### src/rtl/uart_rx_fifo_pkg.sv
// Shared types and defaults for the UART receive FIFO.
package uart_rx_fifo_pkg;

  localparam int DEFAULT_DEPTH_LOG2 = 4;

  typedef logic [7:0] byte_t;

  // Resolved per-cycle operation, after flush priority and full/empty gating.
  typedef struct packed {
    logic flush;
    logic push;
    logic pop;
    logic drop;
  } fifo_op_t;

endpackage

### src/rtl/uart_rx_fifo.sv
// Circular receive FIFO between uart_rx and the MMIO decoder: show-ahead head
// byte, occupancy status, sticky overflow and a registered threshold interrupt.
module uart_rx_fifo
  import uart_rx_fifo_pkg::*;
#(
  parameter int DEPTH_LOG2 = DEFAULT_DEPTH_LOG2,
  parameter int IRQ_THRESH = 1
) (
  input  logic                  I_clk,
  input  logic                  I_reset,
  input  logic                  I_wr,
  input  logic [7:0]            I_wr_data,
  input  logic                  I_rd,
  input  logic                  I_flush,
  input  logic                  I_clr_ovf,
  output logic [7:0]            O_rd_data,
  output logic                  O_empty,
  output logic                  O_full,
  output logic [DEPTH_LOG2:0]   O_count,
  output logic                  O_overflow,
  output logic                  O_irq
);

  localparam int DEPTH = 1 << DEPTH_LOG2;
  localparam int PW    = DEPTH_LOG2 + 1;

  typedef logic [PW-1:0] ptr_t;

  localparam ptr_t PTR_ONE = ptr_t'(1);
  localparam ptr_t THRESH  = ptr_t'(IRQ_THRESH);

  byte_t    mem [DEPTH];
  ptr_t     wr_ptr_q, wr_ptr_d;
  ptr_t     rd_ptr_q, rd_ptr_d;
  ptr_t     occupancy, occupancy_d;
  logic     overflow_q, overflow_d;
  logic     irq_q, irq_d;
  logic     empty, full;
  fifo_op_t op;

  // NOTE: every variable written here gets a default first, so no latch is inferred.
  always_comb begin
    occupancy = wr_ptr_q - rd_ptr_q;
    empty     = (wr_ptr_q == rd_ptr_q);
    full      = (wr_ptr_q[DEPTH_LOG2-1:0] == rd_ptr_q[DEPTH_LOG2-1:0]) &&
                (wr_ptr_q[DEPTH_LOG2] != rd_ptr_q[DEPTH_LOG2]);

    // Flush swallows any push/pop in the same cycle, including one that would overflow.
    op       = '0;
    op.flush = I_flush;
    op.push  = !I_flush && I_wr && (!full || I_rd);
    op.pop   = !I_flush && I_rd && !empty;
    op.drop  = !I_flush && I_wr && full && !I_rd;

    wr_ptr_d = wr_ptr_q;
    rd_ptr_d = rd_ptr_q;
    if (op.push) wr_ptr_d = wr_ptr_q + PTR_ONE;
    if (op.flush)    rd_ptr_d = wr_ptr_q;
    else if (op.pop) rd_ptr_d = rd_ptr_q + PTR_ONE;

    overflow_d = overflow_q;
    if (op.drop)         overflow_d = 1'b1;
    else if (I_clr_ovf)  overflow_d = 1'b0;

    occupancy_d = wr_ptr_d - rd_ptr_d;
    irq_d       = (occupancy_d >= THRESH);
  end

  // NOTE: storage has no reset; the pointers alone define which entries are valid.
  always_ff @(posedge I_clk) begin
    if (op.push) mem[wr_ptr_q[DEPTH_LOG2-1:0]] <= I_wr_data;
  end

  // NOTE: state is updated with non-blocking assignments so all registers see pre-edge values.
  always_ff @(posedge I_clk) begin
    if (I_reset) begin
      wr_ptr_q   <= '0;
      rd_ptr_q   <= '0;
      overflow_q <= 1'b0;
      irq_q      <= 1'b0;
    end else begin
      wr_ptr_q   <= wr_ptr_d;
      rd_ptr_q   <= rd_ptr_d;
      overflow_q <= overflow_d;
      irq_q      <= irq_d;
    end
  end

  assign O_rd_data  = empty ? 8'h00 : mem[rd_ptr_q[DEPTH_LOG2-1:0]];
  assign O_empty    = empty;
  assign O_full     = full;
  assign O_count    = occupancy;
  assign O_overflow = overflow_q;
  assign O_irq      = irq_q;

endmodule

### config.mk
export PLATFORM = sky130hd
export DESIGN_NAME = uart_rx_fifo
export DESIGN_NICKNAME = d
export VERILOG_FILES = /design/src/rtl/uart_rx_fifo_pkg.sv /design/src/rtl/uart_rx_fifo.sv
export SDC_FILE = /design/constraint.sdc
export NUM_CORES = 1
export LEC_CHECK = 0
export CAP_MARGIN = 20
export CORE_AREA = 2 2 113 115
export DETAILED_ROUTE_END_ITERATION = 7
export DIE_AREA = 0 0 115 117
export DONT_BUFFER_PORTS = 1
export GPL_TIMING_DRIVEN = 0
export PLACE_DENSITY = 0.75
export SYNTH_ARGS = -nofsm -noshare
export SYNTH_HDL_FRONTEND = slang
export SYNTH_SLANG_ARGS = --single-unit
### constraint.sdc
create_clock -name I_clk -period 2.9 [get_ports I_clk]
set_input_delay 0.435 -clock I_clk [delete_from_list [all_inputs] [get_ports I_clk]]
set_output_delay 0.435 -clock I_clk [all_outputs]
set_load 0.03 [all_outputs]
=== Word level (Yosys, flattened, before mapping) ===
Memories as Yosys holds them, arrays and structs flattened. A register that Yosys moved wholly into a read port is not among the register bits.
Index checks and enable logic that the tools add are counted.

* Flip-flop bits (word level): 12
* Memories kept: 1
* Logic and storage cells: 35
* Bits of input ports: 14
* Latch bits: 0
* Memory bits (read-only): 0
* Memory bits (writable): 128
* Output and inout port bits: 17

{| class="wikitable"
|+ Memory list
! memory !! words !! width !! read ports !! clocked after Yosys merged registers in !! write ports !! RTL line !! text
|-
| mem || 16 || 8 || 1 || 1 || 1 || uart_rx_fifo.sv:32 || <nowiki>byte_t mem [DEPTH];</nowiki>
|}

* Shifts and indexed selects: 0
* Equal/unequal tests: 3
* Bitwise gates (word level): 0
* Multiplexer cells: 9
* Add/sub/neg operators: 4
* Magnitude comparators: 1
* $mul: 0
* Reductions and logical operators: 13
* Div/mod/pow operators: 0

{| class="wikitable"
|+ Operators by type and width
! kind !! count
|-
| $mux 5 || 3
|-
| $add 5x1->5 const B || 2
|-
| $sub 5x5->5 || 2
|-
| $mux 8 || 1
|-
| $logic_and 1x1->1 || 7
|-
| $eq 5x5->1 || 1
|-
| $ge 5x1->1 const B || 1
|-
| $eq 4x4->1 || 1
|-
| $logic_not 1->1 || 4
|-
| $mux 1 || 4
|-
| $mux 4 || 1
|-
| $reduce_bool 2->1 || 1
|-
| $logic_or 1x1->1 || 1
|-
| $ne 1x1->1 || 1
|}

=== Depth between registers and ports, before layout ===
* Depth after elaboration: 8
* Depth in mapped cells: 15
* Gate-level depth less buffers: 14

=== Worst setup path after synthesis ===
Ideal clock, no wire load.

* Path kind: flip-flop to flip-flop
* Start point: register rd_ptr_q[3]
* End point: register irq_q, in the netlist O_irq
* Library setup time: 133 ps
* Data required time: 2767 ps
* Buffers on the path: 1
* Clock period less this slack: 3163 ps
* Setup slack: -263 ps
* Cell stages (with the launch flop): 15
* Data arrival time: 3031 ps
* Cells stage by stage: dfxtp_1 > clkbuf_1 > inv_2 > ha_1 > nand4_2 > o21ai_1 > a221oi_4 > or2_2 > xor2_1 > ha_1 > a21o_1 > a21o_1 > a41oi_1 > xnor2_1 > a31oi_1

* Cells in the longest elaborated chain, start to end: 8
* Elaborated cells between the ends (all ways): 14
* Classes of those cells: add/sub (2); order compare (1); eq/ne (2); mux (3); reduce/logical (6)

{| class="wikitable"
|+ RTL lines
! item !! RTL line !! text
|-
| start, declared || uart_rx_fifo.sv:34 || <nowiki>ptr_t rd_ptr_q, rd_ptr_d;</nowiki>
|-
| start signal, assigned || uart_rx_fifo.sv:83 || <nowiki>rd_ptr_q <= rd_ptr_d;</nowiki>
|-
| branches (longest 6 deep; another with $add 5x1->5) || - ||
|-
| $sub 5x5->5 (*) || uart_rx_fifo.sv:65 || <nowiki>occupancy_d = wr_ptr_d - rd_ptr_d;</nowiki>
|-
| $ge 5x1->1 (*) || uart_rx_fifo.sv:66 || <nowiki>irq_d = (occupancy_d >= THRESH);</nowiki>
|-
| end signal, assigned || uart_rx_fifo.sv:85 || <nowiki>irq_q <= irq_d;</nowiki>
|-
| end, declared || uart_rx_fifo.sv:37 || <nowiki>logic irq_q, irq_d;</nowiki>
|}

Every way passes the cells marked *.
A chain may end at the register's enable or synchronous reset.

=== Worst setup path after layout ===
* Start point: register rd_ptr_q[0]
* End point: output port O_rd_data[3]

* Cells in the longest elaborated chain, start to end: 2

{| class="wikitable"
|+ RTL lines
! item !! RTL line !! text
|-
| $eq 5x5->1 || uart_rx_fifo.sv:44 || <nowiki>empty = (wr_ptr_q == rd_ptr_q);</nowiki>
|-
| $mux 8 || uart_rx_fifo.sv:89 || <nowiki>assign O_rd_data = empty ? 8'h00 : mem[rd_ptr_q[DEPTH_LOG2-1:0]];</nowiki>
|-
| end, declared || uart_rx_fifo.sv:16 || <nowiki>output logic [7:0] O_rd_data,</nowiki>
|}

No other way between the ends.

==> results.md <==
- Max-cap viol count: 0
- Cell Rows: between 40 and 50
- Drt pass-1 iters: 5
- Crit end category: output pin
- Synthesized area: approximately 6000 µm²
- GPL Wtd Cong: 0.836
- # DRC: 0
- Max Transition Viols Final: 0
- Initial antenna violation count: 0
- Die X-Extent: ~120 µm
- Max Freq: 349 MHz
- Vias after detailed routing: 3520
- VDD IR max: between 0.4 and 0.5 mV
- Clock power frac: 42.7%
- Clock skew: ~10 ps
- Initial DRC count: 294
- Post-synthesis cell count: ~370
- Wire per inst: 23.9 µm
- Leak: 2.34 nW
- Comb power frac: between 10% and 20%
- CTS tree: yes
- Share of cells above drive strength 1: 30.0%
- Clock latency on the worst-skew pair: approximately 420 ps
- Fin crit period: between 2000 and 3000 ps
- Worst Path Class, Setup: flop to output pin
- Met2 Usage GRT: 36.0%
- CTS sink cnt: 140
- Die area: between 10000 and 15000 µm²
- Global-route wire length before repair: ~20 mm
- Post-route ant nets: 0
- CP required: 2470 ps
- Vias per inst: around 6.1
- Synthesized Nets: 399
- Status: finished, final reports clean
- Worst hold margin: approximately 75 ps
- Cts bufs inserted: 17
- CP Max Fanout: 10
- Pin count of the biggest net entering global routing: 17
- Commonest non-fill, non-tap cell in the layout: edfxtp_1
- Top delay family on crit path: buffers and inverters
- Power Total: roughly 4.7 mW
- Vias in the first global route: 3547
- Synth Warn #: 0
- Post-synthesis sequential area ratio: 68.2%
- GR Overflow Total: 0
- # IOs: 31
- Reg clk slew, reported paths: about 60 ps
- Sw Pwr: about 1.1 mW
- Ant. Diodes: 0
- Critical-path cell list: clkbuf_1 > clkbuf_4 > mux2i_1 > o221ai_2 > o22ai_1 > nor3_4
- Fin. Hold Viols: 0
- GRT busiest layer: met2
- GRT Total Usage: 21.4%
- Pwr per Cell Area: about 660 nW/µm²
- Flops & latches, synth: 140
- Slowest stage delay, CP: around 420 ps
- RSZ-0062 raised after global routing: yes
- CTS Hold Buffers Added: 0
- Startpoint types: flop
- Worst-margin pin slew: around 860 ps
- P&R area growth vs syn: 20.7%
- Met1 GRT Util: between 20% and 30%
- Htree depth: 4
- Most frequent cells in the layout: edfxtp_1, mux2i_1, buf_4
- Core ar.: between 10000 and 15000 µm²
- Hold Crit Class: input port to flop
- Crit-path slowest cell: nor3_4
- Sequential power share: a little under half
- IO buf count: 0
- Sw Ratio: between 20 and 25%
- Initial Util: 48.6%
- DP HPWL: between 8 and 9 mm
- End-of-flow core utilization: 58.7%
- Final #Nets: 439
- Final setup violation count: 0
- Chip height: between 100 and 150 µm
- Synth cell types: between 40 and 50
- Synth Area per Inst: 16.1 µm²
- Crit path buffers/inverters: 2
- Worst rel slew slack: between 40% and 50%
- Met3 usage: between 5 and 6%
- Final WL: between 10 and 15 mm
- Cell internal pwr: roughly 3.6 mW
- CTS Root Cell: clkbuf_16
- Crit path DAT: roughly 2400 ps
- CTS Buffer Depth: 2
- Tcrit/Tclk final: a little over nine tenths
## worst paths after layout
kind                  endpoint  cells after the start         from  slack, ps
setup / recovery  O_rd_data[3]                      6  rd_ptr_q[0]         40
hold / removal     wr_ptr_q[1]                      1      I_reset         70
setup reg to reg         O_irq                     14  rd_ptr_q[2]        110
hold reg to reg    rd_ptr_q[4]                      2  wr_ptr_q[4]        620
## state kept, by name, indices dropped and copies added (netlist names)
name,cells
mem,128
rd_ptr_q,5
O_overflow,1
O_irq,1
wr_ptr_q,5
## through the flow
step                worst slack [ps]  TNS (ps)  std cells  area (µm²)
detailed placement              -435     -3190        525        6250
floorplan                       25.9         0        371        6040
finish                          36.3         0        574        7230
global placement                -415     -3560        521        6230
CTS                             6.12         0        565        7080
global route                   -43.8      -109        574        7230
## synthesized netlist by cell type, drive strengths merged
library cell | count | area, µm²
nand2 | 11 | 41.3
and2 | 1 | 6.26
o31ai | 1 | 7.51
o2111ai | 1 | 8.76
nor2b | 9 | 56.3
o221ai | 16 | 140
clkinv | 2 | 7.51
o31a | 1 | 8.76
xor2 | 4 | 35.0
mux4 | 16 | 360
xnor2 | 13 | 121
dfxtp | 12 | 240
a21oi | 12 | 60.1
mux2i | 37 | 370
a31oi | 1 | 6.26
inv | 10 | 37.5
o22ai | 9 | 62.6
nand4 | 4 | 31.3
clkbuf | 7 | 26.3
a21o | 5 | 37.5
o21ai | 2 | 10.0
or2b | 1 | 7.51
nor2 | 21 | 78.8
a41oi | 1 | 8.76
a221oi | 1 | 26.3
fa | 1 | 20.0
edfxtp | 128 | 3840
ha | 13 | 163
and3 | 1 | 6.26
buf | 9 | 50.0
or2 | 1 | 6.26
nand3 | 4 | 20.0
nor3 | 13 | 65.1
nand2b | 3 | 18.8
## worst register-to-register path, stage by stage (launching register included)
cell	delay, ps
dfxtp_4	400
inv_8	40
ha_4	280
nand4_4	150
o21ai_4	240
xor2_1	130
o21ai_1	240
ha_2	240
inv_1	50
ha_2	170
a21o_1	170
a21o_1	160
a41oi_2	160
xnor2_1	140
a31oi_1	90
## power by group through the flow
stage	Sequential [mW]	Combinational (mW)	Clock (mW)
floorplan	2.27	0.309	0
global placement	2.27	0.371	0
detailed placement	2.27	0.378	0
CTS	2.23	0.453	2.02
global route	2.23	0.520	2.11
finish	2.23	0.490	2.03
## layout make-up
cell class | count | area, µm²
plain buffers | 15 | 91.3
clock buffers | 19 | 433
clock inverters | 13 | 115
fillers | 874 | 5080
inverters | 12 | 58.8
multi-input cells | 203 | 2080
flip-flops and latches | 140 | 4100
well taps | 150 | 188
repair buffers | 22 | 163
## logic make-up after synthesis
kind of cell / Yosys count / share of synthesized area, %
buffers and inverters: 28 / 2.03
DFF: 140 / 68.2
and+or+nand+nor: 69 / 5.64
AOI/OAI and AO/OA: 50 / 6.29
xor gates and xnor gates: 17 / 2.61
muxes: 53 / 12.2
adders and majority gates: 14 / 3.05
## repair_timing
action	in CTS	in global routing
pin swaps	8	17
buffers inserted	8	10
endpoints found under the hold margin	0	0
endpoints found under the setup margin	9	10
resized for setup	46	28
cloned	0	0
## routing by layer
layer	up-vias	share of wire, %
li1	1542	-
met5	-	0
met3	42	5.7
met4	0	3.4
met1	1775	38
met2	161	53
(Power assumes the default switching activity.)
